### src/rtl/ffram_march_bist.sv
// March C- BIST controller for a flip-flop RAM with combinational read data.
// Runs six march elements and records pass/fail plus the first failing address and element.
module ffram_march_bist #(
  parameter int ADDR_W = 1,
  parameter int DATA_W = 1
) (
  input  logic              clk,
  input  logic              reset,
  input  logic              start,
  output logic [ADDR_W-1:0] mem_addr,
  output logic [DATA_W-1:0] mem_din,
  output logic              mem_wen,
  input  logic [DATA_W-1:0] mem_dout,
  output logic              busy,
  output logic              done,
  output logic              pass,
  output logic              fail,
  output logic [ADDR_W-1:0] fail_addr,
  output logic [2:0]        fail_elem
);

  localparam logic [1:0] S_IDLE = 2'd0;
  localparam logic [1:0] S_RD   = 2'd1;
  localparam logic [1:0] S_WR   = 2'd2;
  localparam logic [1:0] S_FIN  = 2'd3;

  localparam logic [ADDR_W-1:0] ADDR_LAST = '1;
  localparam logic [ADDR_W-1:0] ADDR_ONE  = ADDR_W'(1);
  localparam logic [2:0]        ELEM_LAST = 3'd5;

  logic [1:0]        state;
  logic [ADDR_W-1:0] addr;
  logic [2:0]        elem;

  logic              active;
  logic              down;
  logic              elem_end;
  logic [ADDR_W-1:0] addr_step;
  logic [DATA_W-1:0] rd_exp;
  logic [DATA_W-1:0] wr_val;
  logic              mismatch;

  // Elements 3..5 walk the address space downward.
  // NOTE: every signal gets a default at the top of always_comb so no path can infer a latch.
  always_comb begin
    active    = (state == S_RD) || (state == S_WR);
    down      = (elem >= 3'd3);
    elem_end  = down ? (addr == '0) : (addr == ADDR_LAST);
    addr_step = down ? (addr - ADDR_ONE) : (addr + ADDR_ONE);
    rd_exp    = ((elem == 3'd2) || (elem == 3'd4)) ? '1 : '0;
    wr_val    = ((elem == 3'd1) || (elem == 3'd3)) ? '1 : '0;
    mismatch  = (mem_dout != rd_exp);
  end

  assign busy     = active;
  assign mem_addr = active ? addr : '0;
  assign mem_wen  = (state == S_WR);
  assign mem_din  = (state == S_WR) ? wr_val : '0;

  // NOTE: state registers use non-blocking assignments so every flop samples pre-edge values.
  always_ff @(posedge clk or posedge reset) begin
    if (reset) begin
      state     <= S_IDLE;
      addr      <= '0;
      elem      <= '0;
      done      <= 1'b0;
      pass      <= 1'b0;
      fail      <= 1'b0;
      fail_addr <= '0;
      fail_elem <= '0;
    end else begin
      case (state)
        S_IDLE: begin
          if (start) begin
            state     <= S_WR;
            addr      <= '0;
            elem      <= '0;
            done      <= 1'b0;
            pass      <= 1'b0;
            fail      <= 1'b0;
            fail_addr <= '0;
            fail_elem <= '0;
          end
        end
        S_WR: begin
          if (elem_end) begin
            // Next element always opens with a read; elements 3..5 start at the top.
            state <= S_RD;
            elem  <= elem + 3'd1;
            addr  <= (elem >= 3'd2) ? ADDR_LAST : '0;
          end else begin
            state <= (elem == 3'd0) ? S_WR : S_RD;
            addr  <= addr_step;
          end
        end
        S_RD: begin
          if (mismatch) begin
            state     <= S_FIN;
            done      <= 1'b1;
            fail      <= 1'b1;
            fail_addr <= addr;
            fail_elem <= elem;
          end else if (elem == ELEM_LAST) begin
            if (elem_end) begin
              state <= S_IDLE;
              done  <= 1'b1;
              pass  <= 1'b1;
              addr  <= '0;
              elem  <= '0;
            end else begin
              addr <= addr_step;
            end
          end else begin
            state <= S_WR;
          end
        end
        default: begin
          state <= S_IDLE;
          addr  <= '0;
          elem  <= '0;
        end
      endcase
    end
  end

endmodule

### config.mk
export PLATFORM = sky130hd
export DESIGN_NAME = ffram_march_bist
export DESIGN_NICKNAME = d
export VERILOG_FILES = /design/src/rtl/ffram_march_bist.sv
export SDC_FILE = /design/constraint.sdc
export NUM_CORES = 1
export LEC_CHECK = 0
export BUFFER_PORTS_ARGS = -buffer_cell sky130_fd_sc_hd__buf_2
export CAP_MARGIN = 20
export CORE_ASPECT_RATIO = 1.5
export CORE_MARGIN = 10
export CORE_UTILIZATION = 32
export CTS_BUF_LIST = sky130_fd_sc_hd__clkbuf_4 sky130_fd_sc_hd__clkbuf_8
export DETAILED_ROUTE_END_ITERATION = 16
export PLACE_DENSITY = 0.52
export SYNTH_ARGS = -nofsm -noshare
export SYNTH_HDL_FRONTEND = slang
export SYNTH_SLANG_ARGS = --single-unit
### constraint.sdc
create_clock -name clk -period 4.65 [get_ports clk]
set_input_delay 0.93 -clock clk [delete_from_list [all_inputs] [get_ports clk]]
set_output_delay 0.93 -clock clk [all_outputs]
set_load 0.01 [all_outputs]
# Word-level counts from Yosys, hierarchy flattened

Index checks and enable logic that the tools add are counted.

Add/subtract/negate cells: 3
Multiply operators: 0
Div/mod/pow operators: 0
$lt $le $gt $ge: 2
Equal/unequal tests: 17
Shift-type cells: 0
Muxes and demuxes: 38
Bitwise logic cells: 1
Reduce and logical (&&, ||, !) cells: 12

Operator list:

| cell                  | count |
|---|---|
| $mux W1               | 18 |
| $mux W3               | 6 |
| $mux W2               | 6 |
| $reduce_and A5 Y1     | 2 |
| $pmux W3 S3           | 1 |
| $ne A2 B2 Y1 const B  | 4 |
| $pmux W1 S2           | 4 |
| $eq A3 B2 Y1 const B  | 2 |
| $eq A3 B3 Y1 const B  | 2 |
| $ge A3 B2 Y1 const B  | 2 |
| $pmux W2 S3           | 1 |
| $pmux W3 S2           | 1 |
| $reduce_and A3 Y1     | 2 |
| $ne A2 B1 Y1 const B  | 2 |
| $ne A4 B4 Y1 const B  | 1 |
| $reduce_and A4 Y1     | 1 |
| $add A3 B1 Y3 const B | 1 |
| $eq A3 B1 Y1 const B  | 1 |
| $logic_not A3 Y1      | 1 |
| $logic_or A1 B1 Y1    | 3 |
| $ne A3 B2 Y1 const B  | 1 |
| $ne A3 B3 Y1 const B  | 1 |
| $pmux W1 S3           | 1 |
| $eq A2 B1 Y1 const B  | 1 |
| other kinds (8)       | 8 |

Flip-flop bits (word level): 13
Latch bits: 0
RAM bits: 0
Memory bits (read-only): 0
Bits of input ports: 4
Output and inout bits: 11
Word-level logic and storage cells: 81
Memories: 0

# Longest topological paths before layout

Gate-level depths: netlist of run 1.

Depth in word-level cells: 6
Depth in mapped cells: 9
Mapped depth without buffers: 8

# Worst setup path before layout of run 1

Ideal clock, no wire load.

Path kind: reg-to-reg
Start: register elem[0]
End: register state[1]
Setup time: 118 ps
Data arrival time: 1991 ps
Required time: 4532 ps
Slack: 2541 ps
Cell stages (with the launch flop): 8
Path buffers: 0
Period minus slack after synthesis: 2109 ps
Path through: dfrtp_1 -> ha_1 -> ha_1 -> a211oi_1 -> ha_1 -> o41ai_2 -> a211oi_1 -> a21o_1

Cells in the longest elaborated chain, start to end: 6
Elaborated cells between the ends (all ways): 16
Those cells by class: order compare (1); eq/ne (5); mux (7); reduce/logical (3)

Ends and longest elaborated chain:

| item                                             | line | text |
|---|---|---|
| from (decl)                                      | 33   | `logic [2:0] elem;` |
| from (signal assigned)                           | 89   | `elem <= elem + 3'd1;` |
| $eq A3 B2 Y1 or $eq A3 B3 Y1 (tied branches)     | 50   | `rd_exp = ((elem == 3'd2) \|\| (elem == 3'd4)) ? '1 : '0;` |
| $logic_or A1 B1 Y1                               | 50   |  |
| $mux W1                                          | 50   |  |
| $ne A1 B1 Y1                                     | 52   | `mismatch = (mem_dout != rd_exp);` |
| $mux W2 or $ne A4 B4 Y1 (tied branches)          | -    |  |
| $pmux W2 S3 or $reduce_and A2 Y1 (tied branches) | -    |  |
| to (signal assigned)                             | 92   | `state <= (elem == 3'd0) ? S_WR : S_RD;` |
| to (decl)                                        | 31   | `logic [1:0] state;` |

Several ways; a longest one is shown, not always the timed one.
A chain may end at the register's enable or synchronous reset.

# Final worst setup path of run 1

Start: register elem[2]
End: output port mem_din

Cells in the longest elaborated chain, start to end: 4
Elaborated cells between the ends (all ways): 5
Those cells by class: eq/ne (2); mux (2); reduce/logical (1)

Ends and longest elaborated chain:

| item                                         | line | text |
|---|---|---|
| $eq A3 B1 Y1 or $eq A3 B2 Y1 (tied branches) | 51   | `wr_val = ((elem == 3'd1) \|\| (elem == 3'd3)) ? '1 : '0;` |
| $logic_or A1 B1 Y1 *                         | 51   |  |
| $mux W1 *                                    | 51   |  |
| $mux W1 *                                    | 58   | `assign mem_din = (state == S_WR) ? wr_val : '0;` |
| to (decl)                                    | 11   | `output logic [DATA_W-1:0] mem_din,` |

Mark *: on every way between the ends. The rest lies on a longest branch, timed or not.

==> results.txt, run 1 <==
----------------------------------------------------
[Worst setup path]
  R2R setup slack ... about 2.3 ns
  Cell family with the largest share of critical-path delay ... flip-flops
  Category of the most critical setup path ... flop to primary output
  Cell with the largest stage delay on the worst path ... sky130_fd_sc_hd__dfrtp_1
  Kind of start point of the critical path ... flop
  Worst reg2reg path depth ... 7
  Top fanout value on the critical path ... 8
  Buffer and inverter count on the worst path ... 2
  Series of cell instances along the critical path ... inv_1 > ha_1 > a21oi_1 > nor2b_1 > buf_2
  Critical Path Source ... elem[2]
  Required time of the worst setup path ... between 3 and 4 ns
  Nature of the critical path endpoint ... primary output
  Startpoint of the worst-slack reg-to-reg timing path ... elem[2]
  Critical path's largest stage delay ... 0.51 ns
  Endpoint of the worst register-to-register path ... state[1]
  Arrival time worst endpoint ... 1.51 ns

[Clock tree]
  Number of clock sinks ... 13
  Clock latency on the worst-skew pair ... approximately 0.25 ns
  Deepest clock path buffer count ... 2
  CTS Buf Count ... 3
  Register clock-pin slew on the reported worst setup and hold paths ... approximately 0.06 ns
  # H-tree levels ... 1
  CTS tree ... yes
  Setup fix buffers added after clock tree synthesis ... 0
  Root buffer cell ... sky130_fd_sc_hd__clkbuf_8
  Cts hold-fix bufs ... 0
  PostCTS Resize Cnt ... 0

[Synthesis]
  Ys async rst share ... 1.000
  Register area share after synthesis ... 0.3547
  Post-Synthesis Cells ... just over 100
  Primary FF master, synth ... sky130_fd_sc_hd__dfrtp_1
  Post-synthesis instance area ... between 900 and 1000 um^2
  Total number of yosys warnings ... 0
  Net count after synthesis ... around 120
  Mean Syn Cell Area ... around 9.1 um^2
  Number of storage elements in the synthesis netlist ... 13
  Area share of the leading cell type in the synthesized netlist ... 0.3547
  Leading cell types by total area after synthesis ... sky130_fd_sc_hd__dfrtp_1 35%, sky130_fd_sc_hd__ha_1 14%, sky130_fd_sc_hd__nand2_1 5.7%
  Number of distinct library cell variants in the gate-level netlist after synthesis ... 33
  Cell accounting for the most synthesized area ... sky130_fd_sc_hd__dfrtp_1
  Count of flip-flops with a built-in enable after synthesis ... 0

[Placed design]
  DP Worst Slack ... 2.363 ns
  Number of input and output port buffers inserted ... 14
  Cell total after placement ... 148
  Routability congestion estimate from global placement ... about 0.86
  Final HPWL DP ... approximately 1700 um

[Power]
  Power density normalized to cell area ... 471.9 nW/um^2
  Power share of the clock group ... 0.218
  Reported net switching power ... around 0.21 mW
  Combinational Power Share ... 0.481
  Int Power ... between 0.2 and 0.3 mW
  Seq pwr share ... 0.301
  Leakage component of the power ... a little over 0.5 nW
  Peak VDD IR ... between 0.0002 and 0.00025 V
  Switching fraction of total power ... 0.4153

[Detailed routing]
  Total wire length after detailed routing ... approximately 2200 um
  Via/cell ratio ... 5.138
  Iteration-0 DRC count of the detailed router ... 21
  # DRC ... 0
  1st-pass router iterations ... 4
  Routed wire per std cell ... 14.64 um
  Overall via count from detail_route ... 781
  Number of nets with antenna violations after routing ... 0

[GRT]
  Via count of the first global-routing pass ... between 800 and 900
  Number of antenna violations at the first check in global routing ... 0
  Wire length of the first global-routing pass ... 3788 um
  Largest net degree at the start of global routing ... 18
  Total global-route track usage ... 0.08476
  Overall overflow remaining after global route ... 0

[Layout]
  Nets@finish ... 130
  Commonest non-fill, non-tap cells in the layout ... 14 x sky130_fd_sc_hd__nand2_1, 14 x sky130_fd_sc_hd__buf_2, 13 x sky130_fd_sc_hd__dfrtp_1
  Fillers ... just under 300
  Non-filler cells, final ... ~150
  Relative area change from synthesis to final layout ... 15.83%
  Antenna cells ... 0
  Fraction of final layout cells sized beyond drive strength 1 ... 0.2261

[Timing]
  Worst slew margin ... 0.5691
  Final hold viol count ... 0
  Min Clock Period, post-route ... between 2 and 2.5 ns
  Unrepaired setup endpoints after global routing ... no
  Highest achievable clock rate ... 409.7 MHz
  Post-route fraction of the period consumed by the critical path ... 0.5250
  Worst clock skew ... about 0.0043 ns
  Sum of negative setup slack ... 0 ns
  Transition time of the tightest slew-check pin ... between 0.6 and 0.7 ns
  Final setup fails ... 0
  Worst Setup Slack, final ... approximately 2.2 ns
  Max-slew violations ... 0

[Min path]
  Cell depth of the worst min-delay path ... 2
  Worst Hold Path EP ... fail
  Worst hold path type ... flop to flop
  Hold path startpoint ... fail

[Flow run]
  Number of violations of the max-capacitance limit ... 0

[Floorplan]
  Height of the die ... between 80 and 90 um
  Initial core utilization ... 0.3390
  Row count ... 23
  Area of the die ... between 5000 and 6000 um^2
  Die extent in x ... around 64 um
  Count of pins on the block boundary ... 15
  Core region area ... around 2700 um^2

[Status]
  Run status ... completed

----------------------------------------------------
==> per-layer routing <==
layer / track usage / wire (um) / vias to the layer above
li1: - / - / 392
met1: 0.08912 / 964 / 371
met2: 0.1523 / 1153 / 13
met3: 0.02214 / 72 / 5
met4: 0.03992 / 35 / 0
met5: 0 / 0 / -
==> synthesized netlist by cell type (2+ instances only) <==
cell                       count
sky130_fd_sc_hd__ha_1         10
sky130_fd_sc_hd__o21ai_0       3
sky130_fd_sc_hd__nor2_1        4
sky130_fd_sc_hd__nand4_1       5
sky130_fd_sc_hd__a21oi_1       7
sky130_fd_sc_hd__dfrtp_1      13
sky130_fd_sc_hd__a211oi_1      2
sky130_fd_sc_hd__nand3_1       8
sky130_fd_sc_hd__nand2_1      14
sky130_fd_sc_hd__inv_1         8
sky130_fd_sc_hd__a31oi_1       2
sky130_fd_sc_hd__clkbuf_1      2
sky130_fd_sc_hd__o22ai_1       3
==> final cells by class <==
| class | count | area, um^2 | area share |
|---|---|---|---|
| Multi-Input combinational cell | 76 | 541.8 | 0.5100 |
| Tap cell | 37 | 46.29 | 0.04358 |
| Timing Repair Buffer | 14 | 70.07 | 0.06596 |
| Clock buffer | 4 | 48.80 | 0.04594 |
| Sequential cell | 13 | 325.3 | 0.3062 |
| Inverter | 8 | 30.03 | 0.02827 |
==> worst reg2reg max path, delay by kind of cell, from the launching register on <==
kind	cells	cell delay, ns
buffers and inverters	1	0.17
flip-flops	1	0.51
AO/OA/AOI/OAI	4	0.97
adder cells (fa/ha/maj)	2	0.58
==> stage by stage <==
stage	area, um^2	power [mW]	utilization	hold slack [ns]
after detailed placement	1013	0.3963	0.3747	0.5061
after floorplan	917.1	0.3286	-	0.4967
after CTS	1062	0.5074	0.3927	0.5193
final	1062	0.5013	0.3927	0.5156
after global placement	1013	0.3971	0.3747	0.4987
after global routing	1062	0.5462	0.3927	0.5533
==> worst max-delay path by stage <==
| stage | cells past startpoint | slack, ns | end |
|---|---|---|---|
| floorplan | 7 | 2.54 | state[1] |
| global placement | 7 | 2.41 | state[1] |
| detailed placement | 7 | 2.36 | state[1] |
| CTS | 5 | 2.22 | mem_din |
| global route | 5 | 2.15 | mem_din |
| finish | 5 | 2.21 | mem_din |
==> kinds of logic (layout without fill, tap and decap cells) <==
kind of cell / count (synthesis) / count (layout) / share of synthesized area
AND/OR/NAND/NOR: 36 / 36 / 0.1937
multiplexers: 1 / 1 / 0.01500
buffers and inverters: 12 / 26 / 0.05457
flip-flops: 13 / 13 / 0.3547
XOR/XNOR: 4 / 4 / 0.05458
AO/OA/AOI/OAI: 25 / 25 / 0.1910
adder cells (fa/ha/maj): 10 / 10 / 0.1364
==> power by group through the flow <==
stage	clock network, mW	registers (mW)	logic (mW)
after floorplan	0	0.152	0.177
after global placement	0	0.152	0.245
after detailed placement	0	0.153	0.243
after CTS	0.112	0.151	0.245
after global routing	0.116	0.155	0.275
final	0.109	0.151	0.241
==> sequential cells by signal, indices dropped and copies added, names as in the netlist <==
| name | count |
|---|---|
| addr | 1 |
| done | 1 |
| elem | 3 |
| fail | 1 |
| fail_addr | 1 |
| fail_elem | 3 |
| pass | 1 |
| state | 2 |
Note: power is estimated with default switching activity, not from simulation.
==> run 2: changes to the inputs <==
Clock period 4.65 ns to 2.4 ns, I/O delays scaled along.
==> run 2 against run 1 <==
Against the previous run: wire length up 0.22%; first-iteration DRC count up 38%; sequential power up 92%; sequential cell count unchanged; register-to-register slack worse by 2.1 ns; die area unchanged; total power up 98%; combinational power up 100%; utilization up 1.2 points; global-route usage down 0.13 points.
==> results.txt, run 2 (synthesis gave the netlist of run 1 again) <==
----------------------------------------------------
[Flow run]
  Number of violations of the max-capacitance limit ... 0

[Detailed routing]
  Top layer used by detailed routing ... met4
  # DRC ... 0
  DR WL met2 ... roughly 1200 um
  Overall via count from detail_route ... around 800
  1st-pass router iterations ... 4
  Iteration-0 DRC count of the detailed router ... 29
  Total routed wire length on the met1 layer ... 978 um
  Total wire length after detailed routing ... roughly 2200 um
  Number of nets with antenna violations after routing ... 0
  Sum of met3 wire segment lengths after detailed routing ... ~73 um
  Routed wire per std cell ... 14.39 um
  Via/cell ratio ... a little over 5

[Worst setup path]
  Top fanout value on the critical path ... 7
  Worst reg2reg path depth ... 7
  Critical path's largest stage delay ... 0.45 ns
  Required time of the worst setup path ... roughly 2.5 ns
  Nature of the critical path endpoint ... flop
  Kind of start point of the critical path ... flop
  Arrival time worst endpoint ... 2.37 ns
  Category of the most critical setup path ... flop to flop
  Startpoint of the worst-slack reg-to-reg timing path ... elem[0]
  R2R setup slack ... between 0.15 and 0.2 ns
  Endpoint of the worst register-to-register path ... state[1]
  Series of cell instances along the critical path ... ha_1 > ha_1 > a211oi_1 > ha_1 > o41ai_4 > a211oi_1 > a21o_1
  Cell with the largest stage delay on the worst path ... sky130_fd_sc_hd__dfrtp_1
  Dominant cell type by count on the critical path ... sky130_fd_sc_hd__ha_1

[Min path]
  Worst hold path type ... input port to async pin

[Timing]
  Worst clock skew ... 0.002706 ns
  Min Clock Period, post-route ... 2.230 ns
  Max-slew violations ... 0
  Final setup fails ... 0
  Final hold viol count ... 0
  Sum of negative setup slack ... 0 ns
  Highest achievable clock rate ... about 450 MHz
  Transition time of the tightest slew-check pin ... 0.5621 ns
  Unrepaired setup endpoints after global routing ... no
  Post-route fraction of the period consumed by the critical path ... 0.9291
  Worst slew margin ... 0.6253

[Clock tree]
  CTS tree ... yes
  # H-tree levels ... 1
  Number of clock sinks ... 13
  Deepest clock path buffer count ... 2
  CTS Buf Count ... 3
  Register clock-pin slew on the reported worst setup and hold paths ... 0.06 ns
  Root buffer cell ... sky130_fd_sc_hd__clkbuf_8
  Clock latency on the worst-skew pair ... approximately 0.24 ns

[GRT]
  Largest net degree at the start of global routing ... 15
  Total global-route track usage ... 0.08344
  Number of antenna violations at the first check in global routing ... 0
  Via count of the first global-routing pass ... approximately 750
  Overall overflow remaining after global route ... 0
  Wire length of the first global-routing pass ... 3684 um

[Placed design]
  Final HPWL DP ... 1695 um
  Cell total after placement ... roughly 150
  Routability congestion estimate from global placement ... 0.7648
  Number of input and output port buffers inserted ... 14

[Floorplan]
  Count of pins on the block boundary ... 15
  Die extent in x ... around 64 um
  Row count ... 23
  Initial core utilization ... 0.3390
  Area of the die ... roughly 5500 um^2
  Core region area ... 2705 um^2
  Height of the die ... approximately 86 um

[Layout]
  Fraction of final layout cells sized beyond drive strength 1 ... 0.2458
  Relative area change from synthesis to final layout ... 19.51%
  Non-filler cells, final ... ~160
  Nets@finish ... roughly 130
  Top flop regs ... elem: 3 flops, fail_elem: 3 flops, state: 2 flops
  Commonest non-fill, non-tap cells in the layout ... 14 x sky130_fd_sc_hd__nand2_1, 14 x sky130_fd_sc_hd__buf_2, 13 x sky130_fd_sc_hd__dfrtp_1
  Antenna cells ... 0

[Status]
  Run status ... completed

[Power]
  Leakage component of the power ... between 0.5 and 0.6 nW
  Peak VDD IR ... ~0.00045 V
  Power density normalized to cell area ... ~900 nW/um^2

----------------------------------------------------
==> run 2: changes by cell type in the layout (fill, tap and decap cells not counted), sizes merged <==
cell | before | now
buf | 14 | 17
==> run 2: worst max-delay path by stage <==
stage / start / endpoint / slack (ns) / depth (start not counted)
after floorplan: elem[0] / state[1] / 0.29 / 7
after global placement: elem[0] / state[1] / 0.18 / 7
after detailed placement: elem[0] / state[1] / 0.14 / 7
after CTS: elem[0] / state[1] / 0.12 / 7
after global routing: elem[0] / state[1] / 0.02 / 7
final: elem[0] / state[1] / 0.17 / 7
==> run 2: cell type report <==
class,count,area (um^2)
sequential,13,325.3
tap,37,46.29
inverter,8,30.03
multi-input combinational,76,553.0
fill,291,1609
clock buffer,4,48.80
timing repair buffer,17,92.59
==> run 2: power by group <==
group / internal (mW) / switching, mW
combinational: 0.193 / 0.294
clock: 0.129 / 0.0860
sequential: 0.256 / 0.0340
total: 0.578 / 0.414
==> run 2: repair_timing <==
action | CTS | global route
resized for setup | 0 | 1
endpoints found under the setup margin | 0 | 1
hold buffers | 0 | 0
buffers inserted | 0 | 0
==> run 2: routing by layer <==
| metal | vias up | GRT usage |
|---|---|---|
| met5 | - | 0 |
| li1 | 391 | - |
| met2 | 16 | 0.1440 |
| met4 | 0 | 0.02994 |
| met3 | 2 | 0.02083 |
| met1 | 381 | 0.09668 |
==> run 2: metrics by stage <==
stage / setup slack (ns) / utilization / total power [mW] / instance area, um^2 / hold WS (ns)
3_3_place_gp: 0.1798 / 0.3830 / 0.7721 / 1036 / 0.4989
6_report: 0.1701 / 0.4052 / 0.9915 / 1096 / 0.2585
4_1_cts: 0.1182 / 0.4010 / 0.9933 / 1085 / 0.2786
3_5_place_dp: 0.1442 / 0.3830 / 0.7715 / 1036 / 0.5086
5_1_grt: 0.02442 / 0.4052 / 1.072 / 1096 / 0.2968
2_1_floorplan: 0.2909 / - / 0.6367 / 917.1 / 0.3570
==> run 2: critical path, delay by kind of cell, from the launching register on <==
kind | cells | cell delay, ns
adders and majority gates | 3 | 0.78
AOI/OAI and AO/OA | 4 | 0.92
DFF | 1 | 0.45
==> run 3: changes to the inputs <==
Settings changed: CORE_MARGIN 10 to unset.
Clock period 2.4 ns to 2.6 ns, I/O delays scaled along.
==> run 3 against run 2 <==
Against the previous run: worst setup slack gained 0.12 ns; register-to-register slack gained 0.12 ns; final cell count fell by 0.65%; fmax is 3.5% lower; highest routed layer unchanged; critical path type unchanged; sequential power shrank 6.9%; sequential cell count stayed put; via count rose by 0.89%.
==> results.txt, run 3 (synthesis gave the netlist of run 1 again) <==
----------------------------------------------------
[Layout]
  Non-filler cells, final ... 154
  Relative area change from synthesis to final layout ... 17.46%
  Fillers ... between 300 and 400
  Nets@finish ... 132
  Final core occ ... 0.3982
  Commonest non-fill, non-tap cells in the layout ... 14 x sky130_fd_sc_hd__nand2_1, 14 x sky130_fd_sc_hd__buf_2, 13 x sky130_fd_sc_hd__dfrtp_1
  Antenna cells ... 0
  Finished Cell Area ... 1077 um^2
  Top flop regs ... elem: 3 flops, fail_elem: 3 flops, state: 2 flops
  Fraction of final layout cells sized beyond drive strength 1 ... 0.2393

[Floorplan]
  Initial core utilization ... 0.3390
  Area of the die ... between 3000 and 4000 um^2
  Height of the die ... just under 70 um
  Count of pins on the block boundary ... 15
  Die extent in x ... ~46 um
  Core region area ... 2705 um^2
  Row count ... 23

[Status]
  Run status ... completed

[Timing]
  Post-route fraction of the period consumed by the critical path ... 0.8890
  Unrepaired setup endpoints after global routing ... no
  Highest achievable clock rate ... approximately 430 MHz
  Sum of negative setup slack ... 0 ns
  Transition time of the tightest slew-check pin ... 0.5353 ns
  Final hold viol count ... 0
  Final setup fails ... 0
  Worst slew margin ... 0.6427
  Max-slew violations ... 0
  Worst clock skew ... between 0.006 and 0.007 ns
  Min Clock Period, post-route ... 2.311 ns

[Placed design]
  Routability congestion estimate from global placement ... around 0.85
  Cell total after placement ... 150
  Number of input and output port buffers inserted ... 14
  Final HPWL DP ... around 1600 um
  Post-place instance area ... about 1000 um^2

[Clock tree]
  Root buffer cell ... sky130_fd_sc_hd__clkbuf_8
  Number of clock sinks ... 13
  Register clock-pin slew on the reported worst setup and hold paths ... around 0.060 ns
  Deepest clock path buffer count ... 2
  Clock latency on the worst-skew pair ... roughly 0.26 ns
  CTS Buf Count ... 3
  Setup fix buffers added after clock tree synthesis ... 0
  Cts hold-fix bufs ... 0
  # H-tree levels ... 1
  CTS tree ... yes
  PostCTS Resize Cnt ... 0

[Detailed routing]
  Number of nets with antenna violations after routing ... 0
  Via/cell ratio ... 5.175
  1st-pass router iterations ... 4
  Total wire length after detailed routing ... 2144 um
  Iteration-0 DRC count of the detailed router ... 31
  Routed wire per std cell ... about 14 um
  Overall via count from detail_route ... 797
  # DRC ... 0

[Worst setup path]
  Endpoint of the worst register-to-register path ... state[1]
  Kind of start point of the critical path ... flop
  Top fanout value on the critical path ... 7
  Series of cell instances along the critical path ... ha_1 > ha_1 > a211oi_1 > ha_1 > o41ai_2 > a211oi_1 > a21o_1
  Cell with the largest stage delay on the worst path ... sky130_fd_sc_hd__o41ai_2
  Levels on crit path ... 7
  Required time of the worst setup path ... 2.75 ns
  Startpoint of the worst-slack reg-to-reg timing path ... elem[0]
  Nature of the critical path endpoint ... flop
  Category of the most critical setup path ... flop to flop
  Buffer and inverter count on the worst path ... 0
  Critical path's largest stage delay ... approximately 0.49 ns
  Worst reg2reg path depth ... 7
  Arrival time worst endpoint ... roughly 2.5 ns
  R2R setup slack ... ~0.29 ns
  Dominant cell type by count on the critical path ... sky130_fd_sc_hd__ha_1
  Cell family with the largest share of critical-path delay ... compound AO/OA/AOI/OAI gates

[Power]
  Power density normalized to cell area ... roughly 840 nW/um^2
  Int Power ... between 0.5 and 0.6 mW
  Power share of the clock group ... 0.223
  Combinational Power Share ... 0.477
  Switching fraction of total power ... 0.4143
  Seq pwr share ... 0.300
  Peak VDD IR ... roughly 0.00032 V
  Reported net switching power ... approximately 0.37 mW
  Leakage component of the power ... roughly 0.52 nW

[GRT]
  Overall overflow remaining after global route ... 0
  Via count of the first global-routing pass ... between 700 and 800
  Number of antenna violations at the first check in global routing ... 0
  Wire length of the first global-routing pass ... ~3600 um
  Largest net degree at the start of global routing ... 14
  Total global-route track usage ... 0.1693

[Min path]
  Worst hold path type ... input port to async pin

[Flow run]
  Number of violations of the max-capacitance limit ... 0

----------------------------------------------------
[run 3: cell count changes in the layout (fill, tap and decap cells not counted)]
cell,before,now
sky130_fd_sc_hd__buf_4,3,2
sky130_fd_sc_hd__o41ai_2,0,1
sky130_fd_sc_hd__o41ai_4,1,0
[run 3: layer usage]
layer / GRT usage / routed length, um / share of wire / vias to the layer above
met4: 0.1103 / 63 / 0.029 / 0
met3: 0.02941 / 89 / 0.042 / 5
met5: 0 / 0 / 0 / -
met1: 0.2099 / 886 / 0.41 / 380
met2: 0.2625 / 1105 / 0.52 / 21
li1: - / - / - / 391
[run 3: area by class of cell]
| class | instances | area [um^2] | area share |
|---|---|---|---|
| multi-input cells | 76 | 541.8 | 0.5029 |
| inverters | 8 | 30.03 | 0.02787 |
| flip-flops and latches | 13 | 325.3 | 0.3020 |
| repair buffers | 16 | 85.08 | 0.07898 |
| well taps | 37 | 46.29 | 0.04297 |
| clock buffers | 4 | 48.80 | 0.04530 |
[run 3: worst max-delay path by stage]
stage                 start       end
floorplan           elem[0]  state[1]
detailed placement  elem[0]  state[1]
global route        elem[0]  state[1]
CTS                 elem[0]  state[1]
finish              elem[0]  state[1]
global placement    elem[0]  state[1]
[run 3: per-stage QoR]
stage / hold WS (ns) / setup WS (ns) / power [mW]
after global routing: 0.3520 / 0.1577 / 0.9666
after floorplan: 0.3970 / 0.4909 / 0.5877
after CTS: 0.3032 / 0.3077 / 0.9078
after detailed placement: 0.5047 / 0.3596 / 0.7019
final: 0.2936 / 0.2887 / 0.9007
after global placement: 0.5017 / 0.3840 / 0.7056
[run 3: power by group through the flow]
stage	clock [mW]	combinational (mW)	sequential [mW]
detailed placement	0	0.428	0.274
finish	0.201	0.429	0.270
global route	0.212	0.479	0.275
global placement	0	0.434	0.271
floorplan	0	0.317	0.271
CTS	0.207	0.431	0.270
